[src/rtl/frog_move_arbiter.sv]
// Round-robin move arbiter for the frog: one move per grant, then a lockout.
// Define FROG_AUTOREPEAT_EN to add held-button auto-repeat.
module frog_move_arbiter #(
  parameter logic [15:0] LOCKOUT_CYCLES = 16'd50000,
  parameter logic [23:0] REPEAT_CYCLES  = 24'd12500000
) (
  input  logic       F_CLOCK_50,
  input  logic       F_RESET,
  input  logic [3:0] F_BTN_PULSE,
  input  logic [3:0] F_BTN_LEVEL,
  output logic       F_MOVE_VALID,
  output logic [1:0] F_MOVE_DIR,
  input  logic       F_MOVE_ACK,
  output logic       F_BUSY
);

  typedef enum logic [1:0] {
    IDLE,
    GRANT,
    COOLDOWN
  } state_e;

  localparam logic [15:0] LOCK_LAST = LOCKOUT_CYCLES - 16'd1;

  state_e      state_q, state_d;
  logic [3:0]  pend_q, pend_d;
  logic [3:0]  clear;
  logic [3:0]  rpt_set;
  logic [1:0]  last_q, last_d;
  logic [1:0]  dir_q, dir_d;
  logic [1:0]  pick;
  logic [15:0] cnt_q, cnt_d;

  // Lowest offset from last_grant+1 wins; walk offsets high to low.
  always_comb begin : rr_pick
    logic [1:0] idx;
    idx  = 2'd0;
    pick = last_q + 2'd1;
    for (int i = 3; i >= 0; i--) begin
      idx = last_q + 2'd1 + 2'(i);
      if (pend_q[idx]) pick = idx;
    end
  end

  always_comb begin
    state_d = state_q;
    last_d  = last_q;
    dir_d   = dir_q;
    cnt_d   = cnt_q;
    clear   = 4'b0000;
    unique case (state_q)
      IDLE: begin
        if (|pend_q) begin
          state_d = GRANT;
          dir_d   = pick;
        end
      end
      GRANT: begin
        if (F_MOVE_ACK) begin
          clear   = 4'b0001 << dir_q;
          last_d  = dir_q;
          cnt_d   = LOCK_LAST;
          state_d = COOLDOWN;
        end
      end
      COOLDOWN: begin
        if (cnt_q == 16'd0) begin
          state_d = IDLE;
        end else begin
          cnt_d = cnt_q - 16'd1;
        end
      end
      default: state_d = IDLE;
    endcase
    // A pulse coinciding with its own clear survives.
    pend_d = (pend_q & ~clear) | F_BTN_PULSE | rpt_set;
  end

  always_ff @(posedge F_CLOCK_50 or posedge F_RESET) begin
    if (F_RESET) begin
      state_q <= IDLE;
      pend_q  <= 4'b0000;
      last_q  <= 2'd3;
      cnt_q   <= 16'd0;
      dir_q   <= 2'd0;
    end else begin
      state_q <= state_d;
      pend_q  <= pend_d;
      last_q  <= last_d;
      cnt_q   <= cnt_d;
      dir_q   <= dir_d;
    end
  end

`ifdef FROG_AUTOREPEAT_EN
  localparam logic [23:0] RPT_LAST = REPEAT_CYCLES - 24'd1;

  logic [23:0] hold_q, hold_d;
  logic [3:0]  lvl_q;
  logic        one_hot;

  assign one_hot = $onehot(F_BTN_LEVEL);

  // Hold timer freezes in GRANT so a stalled move does not queue repeats.
  always_comb begin
    hold_d  = hold_q;
    rpt_set = 4'b0000;
    if (|F_BTN_PULSE || (F_BTN_LEVEL != lvl_q) || !one_hot) begin
      hold_d = 24'd0;
    end else if (state_q != GRANT) begin
      if (hold_q == RPT_LAST) begin
        hold_d  = 24'd0;
        rpt_set = F_BTN_LEVEL;
      end else begin
        hold_d = hold_q + 24'd1;
      end
    end
  end

  always_ff @(posedge F_CLOCK_50 or posedge F_RESET) begin
    if (F_RESET) begin
      hold_q <= 24'd0;
      lvl_q  <= 4'b0000;
    end else begin
      hold_q <= hold_d;
      lvl_q  <= F_BTN_LEVEL;
    end
  end
`else
  logic unused_lvl;
  assign unused_lvl = ^{F_BTN_LEVEL, REPEAT_CYCLES};
  assign rpt_set    = 4'b0000;
`endif

  assign F_MOVE_VALID = (state_q == GRANT);
  assign F_BUSY       = (state_q != IDLE);
  assign F_MOVE_DIR   = dir_q;

endmodule

[config.mk]
export PLATFORM = sky130hd
export DESIGN_NAME = frog_move_arbiter
export DESIGN_NICKNAME = d
export VERILOG_FILES = /design/src/rtl/frog_move_arbiter.sv
export SDC_FILE = /design/constraint.sdc
export NUM_CORES = 1
export LEC_CHECK = 0
export ABC_AREA = 0
export CAP_MARGIN = 20
export CORE_ASPECT_RATIO = 1.5
export CORE_MARGIN = 2
export CORE_UTILIZATION = 59
export CTS_CLUSTER_SIZE = 8
export DETAILED_ROUTE_END_ITERATION = 7
export PLACE_DENSITY = 0.93
export SLEW_MARGIN = 20
export SYNTH_ARGS = -nofsm -noshare
export SYNTH_HDL_FRONTEND = slang
export SYNTH_SLANG_ARGS = --single-unit
[constraint.sdc]
create_clock -name F_CLOCK_50 -period 3.6 [get_ports F_CLOCK_50]
set_input_delay 0.54 -clock F_CLOCK_50 [delete_from_list [all_inputs] [get_ports F_CLOCK_50]]
set_output_delay 0.54 -clock F_CLOCK_50 [all_outputs]
set_load 0.02 [all_outputs]
### Yosys cells after proc, flatten, opt, wreduce, memory -nomap -nowiden

Cells that the tools add are included.

* logic and storage cells: 54
* input port bits: 11
* output and inout port bits: 4
* register bits: 26

* bitwise logic cells: 3
* magnitude comparators: 4
* muxes and demuxes: 21
* reductions and logical operators: 9
* shift-type cells: 1
* equality and inequality tests: 6
* add/subtract/negate cells: 5

Operators by type and width (count)
* two-way mux 16 bit: 2
* case mux 16 bit (2 select lines): 1
* zero test 16 bit: 1
* subtractor 16 x 1 -> 16 bit (second input constant): 1
* two-way mux 2 bit: 7
* < comparator 2 x 3 -> 1 bit (second input constant): 4
* binary-select mux 1 bit (select 2 bit): 4
* two-way mux 4 bit: 2
* != test 2 bit (second input constant): 3
* case mux 2 bit (3 select lines): 1
* AND reduction 3 bit: 2
* adder 2 x 1 -> 2 bit (second input constant): 2
* adder 2 bit (second input constant): 2
* AND 4 bit: 1
* two-way mux 1 bit: 4
* inverter 4 bit: 1
* bitwise OR 4 bit: 1
* AND reduction 2 bit: 2
* nonzero test 2 bit: 2
* OR reduction 4 bit: 1
* << shifter 1 x 2 -> 4 bit (first input constant): 1
* equality test 2 x 1 -> 1 bit (second input constant): 1
* equality test 2 bit (second input constant): 1
* zero test 2 bit: 1
* != test 2 x 1 -> 1 bit (second input constant): 1

### Depth between registers and ports, before layout

* word-level depth: 8
* gate-level depth with buffers: 6
* depth with buffers taken out: 6

### Worst setup path after synthesis

OpenSTA, ideal clock, no wires.

* kind: register to register
* start: reg cnt_q[0]
* end: reg cnt_q[13]
* required time: 3522 ps
* period minus slack after synthesis: 2094 ps
* data arrival time: 2016 ps
* cell stages (with the launch flop): 5
* path slack: 1506 ps
* cell sequence: dfrtp_1 -> or4_4 -> or4b_4 -> or4_1 -> a21oi_1

* cells in the longest elaborated chain, start to end: 3
* elaborated cells between the ends (all ways): 6

Ends and longest elaborated chain
* start, declared: RTL line 32 `logic [15:0] cnt_q, cnt_d;`
* start signal, assigned: RTL line 90 `cnt_q <= cnt_d;`
* subtractor 16 x 1 -> 16 bit or zero test 16 bit (tied branches): RTL line 70, 67
* two-way mux 16 bit or != test 2 bit (tied branches)
* case mux 16 bit (2 select lines) or AND reduction 3 bit (tied branches)

Several ways; a longest one is shown, not always the timed one. The select of a mux whose other input is x is not followed.
A chain may end at the register's enable or synchronous reset.

### Worst setup path after layout

* start: reg state_q[0]
* end: out F_BUSY

* cells in the longest elaborated chain, start to end: 1

Ends and longest elaborated chain
* start, declared: RTL line 25 `state_e state_q, state_d;`
* start signal, assigned: RTL line 87 `state_q <= state_d;`
* nonzero test 2 bit: RTL line 136 `assign F_BUSY = (state_q != IDLE);`
* end, declared: RTL line 14 `output logic F_BUSY`

Every way passes these cells.

==> flow_metrics.py <==
metrics = {
    "grt": {
        "grt_max_degree": 27,
        "overflow": 0,
        "antenna_found_initial": 0,
        "first_global_vias": 1257,
        "grt_pass1_wl_um": 5492,
        "grt_usage_pct": 26.03,
    },
    "clock_network": {
        "ctsHoldBuffers": 0,
        "cts_max_level": 1,
        "clock_latency_ns": 0.33,
        "clk_pin_slew_worst_paths_ns": 0.13,
        "cts.repair.resized": 0,
        "cts-buffers-inserted": 3,
        "cts.sinks": 26,
        "cts_buffer_depth": 2,
        "post_cts_buffers": 0,
        "cts_tree": "done",
        "clockRootBuffer": "clkbuf_4",
    },
    "die": {
        "die_h_um": 64.09,
        "die_w_um": 44.06,
        "start_util_pct": 62.85,
        "io_pins": 15,
        "design.die.area_um2": 2824,
        "row_count": 21,
        "core_um2": 2260,
    },
    "synth": {
        "yosysMostFrequentCell": "dfrtp_1",
        "syn_inst": 155,
        "synthesis.area_um2": 1420,
        "synth_edf_count": 0,
        "synthDistinctLibCells": 37,
        "syn_nets": 167,
        "synthTopCellsByCount": "24 x dfrtp_1, 16 x nand2_1, 13 x nor2_1, 11 x inv_1",
        "yosys.area.top_type": "dfrtp_1",
        "yosys-top-cells-area": "dfrtp_1 42%, mux2i_1 4.9%, nand2_1 4.2%",
        "ys_seq_area_share_pct": 45.99,
        "synthFlopType": "dfrtp_1",
        "synth_top_area_share_pct": 42.29,
        "synthArstFlopShare_pct": 100.0,
        "syn_area_per_cell_um2": 9.162,
        "yosysWarnings": 0,
        "yosys_register_bits": 26,
    },
    "power": {
        "p_int_uw": 541.2,
        "p_per_area_nw_per_um2": 569.8,
        "seq_power_share_pct": 49.8,
        "pwr-share-comb_pct": 35.9,
        "power.switching_uw": 347.8,
        "leakage_uw": 0.0006528,
        "swShare_pct": 39.12,
        "ir_worst_vdd_v": 0.0004506,
        "p_clk_share_pct": 14.2,
    },
    "sta": {
        "setup_violations": 0,
        "clock_skew_ns": 0.006364,
        "fin_setup_tns_ns": 0,
        "relSlewSlack_pct": 37.78,
        "fin_crit_sh_pct": 62.69,
        "timing.fmax_mhz": 443.1,
        "layout_min_cycle_time_ns": 2.257,
        "worst_slack_ns": 1.343,
        "tightest_slew_ns": 0.9276,
        "rsz0062_at_grt": "no",
        "hold_viol_final": 0,
        "slew_viol_final": 0,
    },
    "critical_path": {
        "cp_max_fo": 9,
        "startpoint_type": "flip-flop",
        "required_ns": 3.06,
        "path_class": "flip-flop to output pin",
        "end_kind": "output pin",
        "crit_arrival_ns": 1.72,
    },
    "outcome": {
        "status": "completed",
    },
    "finish": {
        "drive_above_1_share_pct": 8.485,
        "design_area_um2": 1560,
        "antenna_cells": 0,
        "utilization_pct": 69.05,
        "syn2layout_area_growth_pct": 9.868,
        "multi_input_area_um2": 714.4,
        "layout.nets": 179,
        "fillers": 175,
        "ff_latch_area_um2": 653.1,
    },
    "placed_design": {
        "gp_congestion": 0.8206,
        "place_worst_setup_slack_ns": 1.390,
        "hpwl_um": 2309,
        "place_area_um2": 1538,
        "port_buffers": 10,
    },
    "route": {
        "vias": 1247,
        "wl_per_cell_um": 17.18,
        "firstDrtPassIters": 4,
        "drc": 0,
        "vias_per_cell": 6.633,
        "drtAntennaViolNets": 0,
        "wl_um": 3230,
        "drtIter0Drc": 77,
    },
    "worst_hold_path": {
        "hp-class": "flip-flop to flip-flop",
    },
    "flow_run": {
        "drv_cap": 0,
    },
}
## per-stage QoR
stage	hold WS, ns	std cells	total power [uW]
final	0.5091	188	889.0
after detailed placement	0.4902	185	765.6
after global routing	0.5577	188	944.8
after floorplan	0.4735	155	648.1
after global placement	0.4848	185	740.3
after CTS	0.5105	188	885.9
## worst paths after layout
kind	start	endpoint	slack [ns]	depth (start not counted)
worst max-delay path	state_q[0]	F_BUSY	1.34	2
worst max register to register	cnt_q[2]	cnt_q[13]	1.34	4
worst min-delay path	last_q[0]	last_q[0]	0.51	2
worst min register to register	last_q[0]	last_q[0]	0.51	2
max in group asynchronous	F_RESET	pend_q[1]	2.58	2
min in group asynchronous	F_RESET	cnt_q[11]	0.59	2
## cell families after synthesis
family,Yosys count,synth area share [%]
AOI/OAI and AO/OA,34,15.60
adders and majority gates,1,0.8809
and+or+nand+nor,72,28.28
buffers and inverters,14,3.700
DFF,26,45.99
xor gates and xnor gates,1,0.6169
muxes,7,4.934
## worst max-delay path: stages, from the launching register on
cell and delay [ns]:
dfrtp_1 0.51, or2_2 0.34, clkdlybuf4s50_1 0.54
## flip-flops by register name, summed over array words and instances, names as in the netlist
signal      count
pend_q          4
cnt_q          16
state_q         2
F_MOVE_DIR      2
last_q          2
## power by group through the flow
stage	clock network, uW	logic, uW	registers, uW
floorplan	0	222	427
global placement	0	303	438
detailed placement	0	321	445
CTS	124	322	440
global route	137	356	452
finish	127	319	443
## layer usage
| metal | wire [um] | vias up | GRT usage, % | part of all wire [%] |
|---|---|---|---|---|
| met4 | 78 | 0 | 11.36 | 2.4 |
| met3 | 142 | 8 | 1.695 | 4.4 |
| met2 | 1797 | 33 | 46.32 | 56 |
| met5 | 0 | - | 0 | 0 |
| li1 | - | 592 | - | - |
| met1 | 1212 | 614 | 30.96 | 38 |
## cell usage in the layout, fill, tap and decap left out, drive strengths merged
cell / n
a222oi: 1
inv: 10
xnor2: 1
or3: 1
o31a: 1
clkbuf: 3
nor3b: 2
a21o: 3
a211oi: 1
o21ai: 10
nor4: 8
mux2i: 7
o22ai: 3
nor2: 13
a31o: 1
clkdlybuf4s50: 10
o211ai: 5
nand3b: 1
o31ai: 4
clkinv: 1
or4b: 2
or2: 3
nor3: 3
nor2b: 1
nand4: 2
dfstp: 2
dfrtp: 24
or3b: 1
ha: 1
or4: 6
nand2b: 6
a21oi: 4
a22oi: 1
and3b: 1
nand2: 16
nand3: 6
## layout make-up
type                    instances  area share (%)
multi-input cells             115           45.79
clock buffers                   3           1.443
flip-flops and latches         26           41.86
repair buffers                 10           6.415
well taps                      23           1.844
inverters                      11           2.646
Power figures use the tool's default switching activity.
